[src/rtl/seg7_display_arbiter.sv]
// seg7_display_arbiter: fixed-priority owner selection for the shared 4-digit display,
// with a minimum hold per grant, a frozen linger after early release, and optional blinking.
module seg7_display_arbiter #(
    parameter int NUM_REQ      = 4,
    parameter int HOLD_CYCLES  = 50_000_000,
    parameter int BLINK_CYCLES = 25_000_000
) (
    input  logic                   clk,
    input  logic                   rst_n,
    input  logic [NUM_REQ-1:0]     req,
    input  logic [NUM_REQ*16-1:0]  req_bcd,
    input  logic [NUM_REQ-1:0]     req_blink,
    output logic [NUM_REQ-1:0]     grant,
    output logic [2:0]             owner_id,
    output logic                   valid,
    output logic [3:0]             bcd_data_0,
    output logic [3:0]             bcd_data_1,
    output logic [3:0]             bcd_data_2,
    output logic [3:0]             bcd_data_3
);
    localparam int HW = $clog2(HOLD_CYCLES + 1);
    localparam int BW = $clog2(BLINK_CYCLES + 1);
    localparam logic [HW-1:0] HOLD_LOAD  = HW'(HOLD_CYCLES - 1);
    localparam logic [BW-1:0] BLINK_LAST = BW'(BLINK_CYCLES - 1);

    typedef enum logic [1:0] {IDLE, SHOW, LINGER} state_t;

    state_t               state_q, state_d;
    logic [2:0]           owner_q, owner_d;
    logic [HW-1:0]        hold_cnt_q, hold_cnt_d;
    logic [BW-1:0]        blink_cnt_q, blink_cnt_d;
    logic                 phase_q, phase_d;
    logic                 blink_q, blink_d;
    logic [15:0]          bcd_q, bcd_d;
    logic [NUM_REQ-1:0]   grant_q, grant_d;
    logic                 valid_q, valid_d;

    // Padded copies so a 3-bit owner index is always in range.
    logic [7:0]           req_x, blink_x;
    logic [127:0]         bcd_x;
    logic [2:0]           pick;
    logic                 any_req, expired, own_req, new_grant, wrap, restart;

    assign req_x   = 8'(req);
    assign blink_x = 8'(req_blink);
    assign bcd_x   = 128'(req_bcd);

    always_comb begin
        pick = 3'd0;
        for (int i = NUM_REQ - 1; i >= 0; i--)
            if (req_x[i]) pick = 3'(i);
        any_req   = |req;
        expired   = hold_cnt_q == '0;
        own_req   = req_x[owner_q];
        new_grant = 1'b0;
        state_d   = state_q;
        owner_d   = owner_q;
        case (state_q)
            IDLE:    new_grant = any_req;
            SHOW:
                if (own_req) new_grant = expired && pick != owner_q;
                else if (!expired) state_d = LINGER;
                else if (any_req) new_grant = 1'b1;
                else state_d = IDLE;
            LINGER:
                if (!expired) state_d = own_req ? SHOW : LINGER;
                else if (any_req) new_grant = 1'b1;
                else state_d = IDLE;
            default: state_d = IDLE;
        endcase
        if (new_grant) begin
            state_d = SHOW;
            owner_d = pick;
        end
        if (state_d == IDLE) owner_d = 3'd0;
        hold_cnt_d  = new_grant ? HOLD_LOAD : expired ? hold_cnt_q : hold_cnt_q - HW'(1);
        wrap        = blink_cnt_q == BLINK_LAST;
        restart     = new_grant || state_d == IDLE;
        blink_cnt_d = (restart || wrap) ? '0 : blink_cnt_q + BW'(1);
        phase_d     = restart ? 1'b0 : phase_q ^ wrap;
        blink_d     = state_d == SHOW ? blink_x[owner_d] : state_d == LINGER ? blink_q : 1'b0;
        bcd_d       = state_d == SHOW ? bcd_x[{owner_d, 4'b0000} +: 16] : state_d == LINGER ? bcd_q : 16'h0;
        grant_d     = state_d == IDLE ? '0 : NUM_REQ'(8'd1 << owner_d);
        valid_d     = state_d != IDLE && !(blink_d && phase_d);
    end

    always_ff @(posedge clk or negedge rst_n) begin
        if (!rst_n) begin
            state_q     <= IDLE;
            owner_q     <= 3'd0;
            hold_cnt_q  <= '0;
            blink_cnt_q <= '0;
            phase_q     <= 1'b0;
            blink_q     <= 1'b0;
            bcd_q       <= 16'h0;
            grant_q     <= '0;
            valid_q     <= 1'b0;
        end else begin
            state_q     <= state_d;
            owner_q     <= owner_d;
            hold_cnt_q  <= hold_cnt_d;
            blink_cnt_q <= blink_cnt_d;
            phase_q     <= phase_d;
            blink_q     <= blink_d;
            bcd_q       <= bcd_d;
            grant_q     <= grant_d;
            valid_q     <= valid_d;
        end
    end

    assign grant      = grant_q;
    assign owner_id   = owner_q;
    assign valid      = valid_q;
    assign bcd_data_0 = bcd_q[3:0];
    assign bcd_data_1 = bcd_q[7:4];
    assign bcd_data_2 = bcd_q[11:8];
    assign bcd_data_3 = bcd_q[15:12];
endmodule

[config.mk]
export PLATFORM = sky130hd
export DESIGN_NAME = seg7_display_arbiter
export DESIGN_NICKNAME = d
export VERILOG_FILES = /design/src/rtl/seg7_display_arbiter.sv
export SDC_FILE = /design/constraint.sdc
export NUM_CORES = 1
export LEC_CHECK = 0
export ABC_AREA = 1
export CORE_MARGIN = 4
export CORE_UTILIZATION = 35
export DETAILED_ROUTE_END_ITERATION = 12
export PLACE_DENSITY = 0.61
export SLEW_MARGIN = 20
export SYNTH_ARGS = -nofsm -noshare
export SYNTH_HDL_FRONTEND = slang
export SYNTH_SLANG_ARGS = --single-unit
export TNS_END_PERCENT = 50
[constraint.sdc]
create_clock -name clk -period 2.4 [get_ports clk]
set_input_delay 0.6 -clock clk [delete_from_list [all_inputs] [get_ports clk]]
set_output_delay 0.6 -clock clk [all_outputs]
set_load 0.05 [all_outputs]
==> results of run 1 <==
[metal layers]
layer	track usage, %	vias up	wire (um)
met2	29.29	130	6373
li1	-	2341	-
met4	8.443	0	337
met5	0	-	0
met3	6.176	22	942
met1	22.02	2102	5450
[path summary, 6_finish.rpt]
path                                     from              end  slack [ns]  depth (start not counted)
worst max-delay path            hold_cnt_q[8]        bcd_q[14]        0.07                         15
worst min-delay path                    rst_n   hold_cnt_q[11]        0.27                          2
worst max register to register  hold_cnt_q[8]        bcd_q[14]        0.07                         15
worst min register to register      bcd_q[13]        bcd_q[13]        0.48                          2
max in group asynchronous               rst_n  blink_cnt_q[17]        1.80                          2
min in group clk                    bcd_q[13]        bcd_q[13]        0.48                          2
[worst register-to-register path, delay by kind of cell, from the launching register on]
| kind | cells | cell delay (ns) |
|---|---|---|
| flops | 1 | 0.41 |
| compound gates | 1 | 0.19 |
| simple gates | 12 | 1.41 |
| buf+inv | 2 | 0.22 |
[report_power, final]
| group | internal (mW) | total (mW) | leakage, nW | switching, mW |
|---|---|---|---|---|
| clock network | 0.923 | 1.50 | 0.157 | 0.580 |
| registers | 1.57 | 1.72 | 0.983 | 0.151 |
| logic | 2.18 | 5.28 | 1.83 | 3.09 |
| total | 4.68 | 8.50 | 2.97 | 3.82 |
[stage by stage]
step	utilization [%]	instance area (um^2)	hold slack, ns
5_1_grt	54.42	6979	0.3113
6_report	54.42	6979	0.2655
4_1_cts	51.09	6553	0.2954
3_5_place_dp	47.78	6127	0.4666
3_3_place_gp	47.78	6127	0.4629
2_1_floorplan	-	4649	0.3044
[final cells by class]
class / count / area, um^2
Sequential cell: 79 / 1977
Inverter: 60 / 242.7
Multi-Input combinational cell: 458 / 2633
Clock buffer: 9 / 225.2
Clock inverter: 7 / 102.6
Timing Repair Buffer: 161 / 1584
Tap cell: 172 / 215.2
Fill cell: 1242 / 5846
[kinds of logic after synthesis]
kind of cell,share of synthesized area [%]
adders and majority gates,0.8074
and+or+nand+nor,39.59
buffers and inverters,7.293
DFF,42.52
xor gates and xnor gates,3.014
AOI/OAI and AO/OA,6.781
[synthesized netlist by cell type (3+ instances only)]
master	instances	area (um^2)
sky130_fd_sc_hd__nor3_1	24	120.1
sky130_fd_sc_hd__nor4_1	8	50.05
sky130_fd_sc_hd__nand2_1	142	533.0
sky130_fd_sc_hd__inv_2	3	11.26
sky130_fd_sc_hd__xor2_1	6	52.55
sky130_fd_sc_hd__buf_4	6	45.04
sky130_fd_sc_hd__ha_1	3	37.54
sky130_fd_sc_hd__inv_1	55	206.5
sky130_fd_sc_hd__o21ai_0	13	65.06
sky130_fd_sc_hd__xnor2_1	10	87.58
sky130_fd_sc_hd__dfrtp_1	79	1977
sky130_fd_sc_hd__nor2_2	5	31.28
sky130_fd_sc_hd__clkbuf_1	3	11.26
sky130_fd_sc_hd__nand4_1	22	137.6
sky130_fd_sc_hd__o211ai_1	4	30.03
sky130_fd_sc_hd__o21ai_1	3	15.01
sky130_fd_sc_hd__nand3_4	3	52.55
sky130_fd_sc_hd__a21oi_1	21	105.1
sky130_fd_sc_hd__a21o_1	3	22.52
sky130_fd_sc_hd__nor2_1	78	292.8
sky130_fd_sc_hd__nand2_2	7	43.79
sky130_fd_sc_hd__nand3_1	81	405.4
sky130_fd_sc_hd__buf_2	6	30.03
[flip-flops by register name, indices dropped and copies added (netlist names)]
signal and cells:
bcd_q 16, blink_cnt_q 25, blink_q 1, grant 4, hold_cnt_q 26, owner_id 3, phase_q 1, state_q 2
valid 1
[what timing repair did]
action	4_1_cts	5_1_grt
cloned	1	2
gates resized for setup	23	78
hold buffers	0	0
buffers inserted	3	12
hold endpoints to repair	0	0
pin swaps	6	33
setup endpoints to repair	42	55
==> metrics.txt, run 1 <==
Horiz. Die Dim 123.3 um; layout cells sized above 1 23.77%; first-pass GRT wire length 21960 um; post-synth cell types 42; ordered cell list for the critical path nor2_2, nand2_2, nor2_4, nand3_2, nand2_2, nor2_2, a21oi_2, nand3_4, nand3_4, inv_8, buf_12, nand3_1, nand4_1, nand2_1, nand2_1; number of iterations in the first detailed-routing pass 4; GP Congestion 0.9388; total global-route track usage 18.22%; Setup crit start kind flop; final worst slack 0.06565 ns; reported max-cap violation count 0; maximum number of pins on one net before global-route repair 80; share of the yosys chip area belonging to registers 42.52%; Clock Tree Root sky130_fd_sc_hd__clkbuf_16; number of max-slew violations in the final report 0; slowest cell delay on critical path 0.41 ns; later-pin clock latency in the skew report 0.34 ns; largest delay contributor family on the critical path simple AND/OR/NAND/NOR gates; Setup Slack @ Placement -0.4592 ns; antenna-violating nets left 0; hold crit path type in2async; routed length per placed instance 13.85 um; TritonCTS clock tree built; number of global-route vias before repair 4644; fraction of registers with async set or reset after synthesis 100.0%; final setup violating endpoints 0; crit-path max FO 16; CP required 2.64 ns; synthesis-to-layout area growth 50.11%; routed vias/inst 4.857; worst slew margin relative to its limit 63.74%; placeable core region 0.01282 mm^2; drc violations 0; count of endpoints failing hold in the final timing report 0; Final Skew 0.006135 ns; placed instance count 912; Leak 2.972 nW; endpoint class of the critical path flop; Boundary Pins 98; H-tree level count 3; synthesized area per cell 7.585 um^2; DIE AREA 0.01519 mm^2; num rows 41; count of flip-flops with a built-in enable after synthesis 0; Achievable Freq 0.4284 GHz; summed instance area of the synthesized netlist 0.004649 mm^2; antenna fix cells 0; number of sinks handled by clock tree synthesis 79; leading cell type in the layout, fill and taps excluded sky130_fd_sc_hd__nand2_1; effective utilization at floorplan 36.25%; most frequent cells in the layout sky130_fd_sc_hd__nand2_1 (127), sky130_fd_sc_hd__clkdlybuf4s50_1 (92), sky130_fd_sc_hd__dfrtp_1 (79); buffers plus inverters on the worst setup path 2; Top FF cell, synth sky130_fd_sc_hd__dfrtp_1; Slowest cell on crit path sky130_fd_sc_hd__dfrtp_1; detailed-route wire length 13100 um; power density over cell area 1218 mW/mm^2; clock input transition at the sequential cells of the worst setup and hold paths 0.06 ns; setup repair after global routing missed its margin yes; type of the worst setup path reg2reg; overall power consumption 8.502 mW; sum of net half-perimeters after detailed placement 9785 um; Tcrit/Tclk final 97.26%; clock buffers created by TritonCTS 9; instance count of the mapped netlist 613; worst vdd ir 0.9745 mV; vias after detailed routing 4595; Yosys warning total 0; final critical delay including setup and external delays 2.334 ns; port buffer count 97; maximum number of buffers from clock root to sink 2; violation count after the first detailed-routing iteration 248; accumulated negative setup slack 0 ns; outcome completed; transition time at the pin with the least slew margin 0.5422 ns; total number of nets in the final design 846; Die H 123.3 um; data arrival time of the critical path 2.57 ns; Seq cells post-synth 79; post-synth net total 690; antenna violations before repair 0; fin cells 946; Remaining Overflow, GRT 0
Power figures use the tool's default switching activity.
==> run 2, diff against run 1 <==
- CAP_MARGIN: unset -> 20
- CTS_BUF_LIST: unset -> sky130_fd_sc_hd__clkbuf_16
- SLEW_MARGIN: 20 -> unset
==> results of run 2 <==
The final DEF is identical to that of run 1; final timing and power are the same.
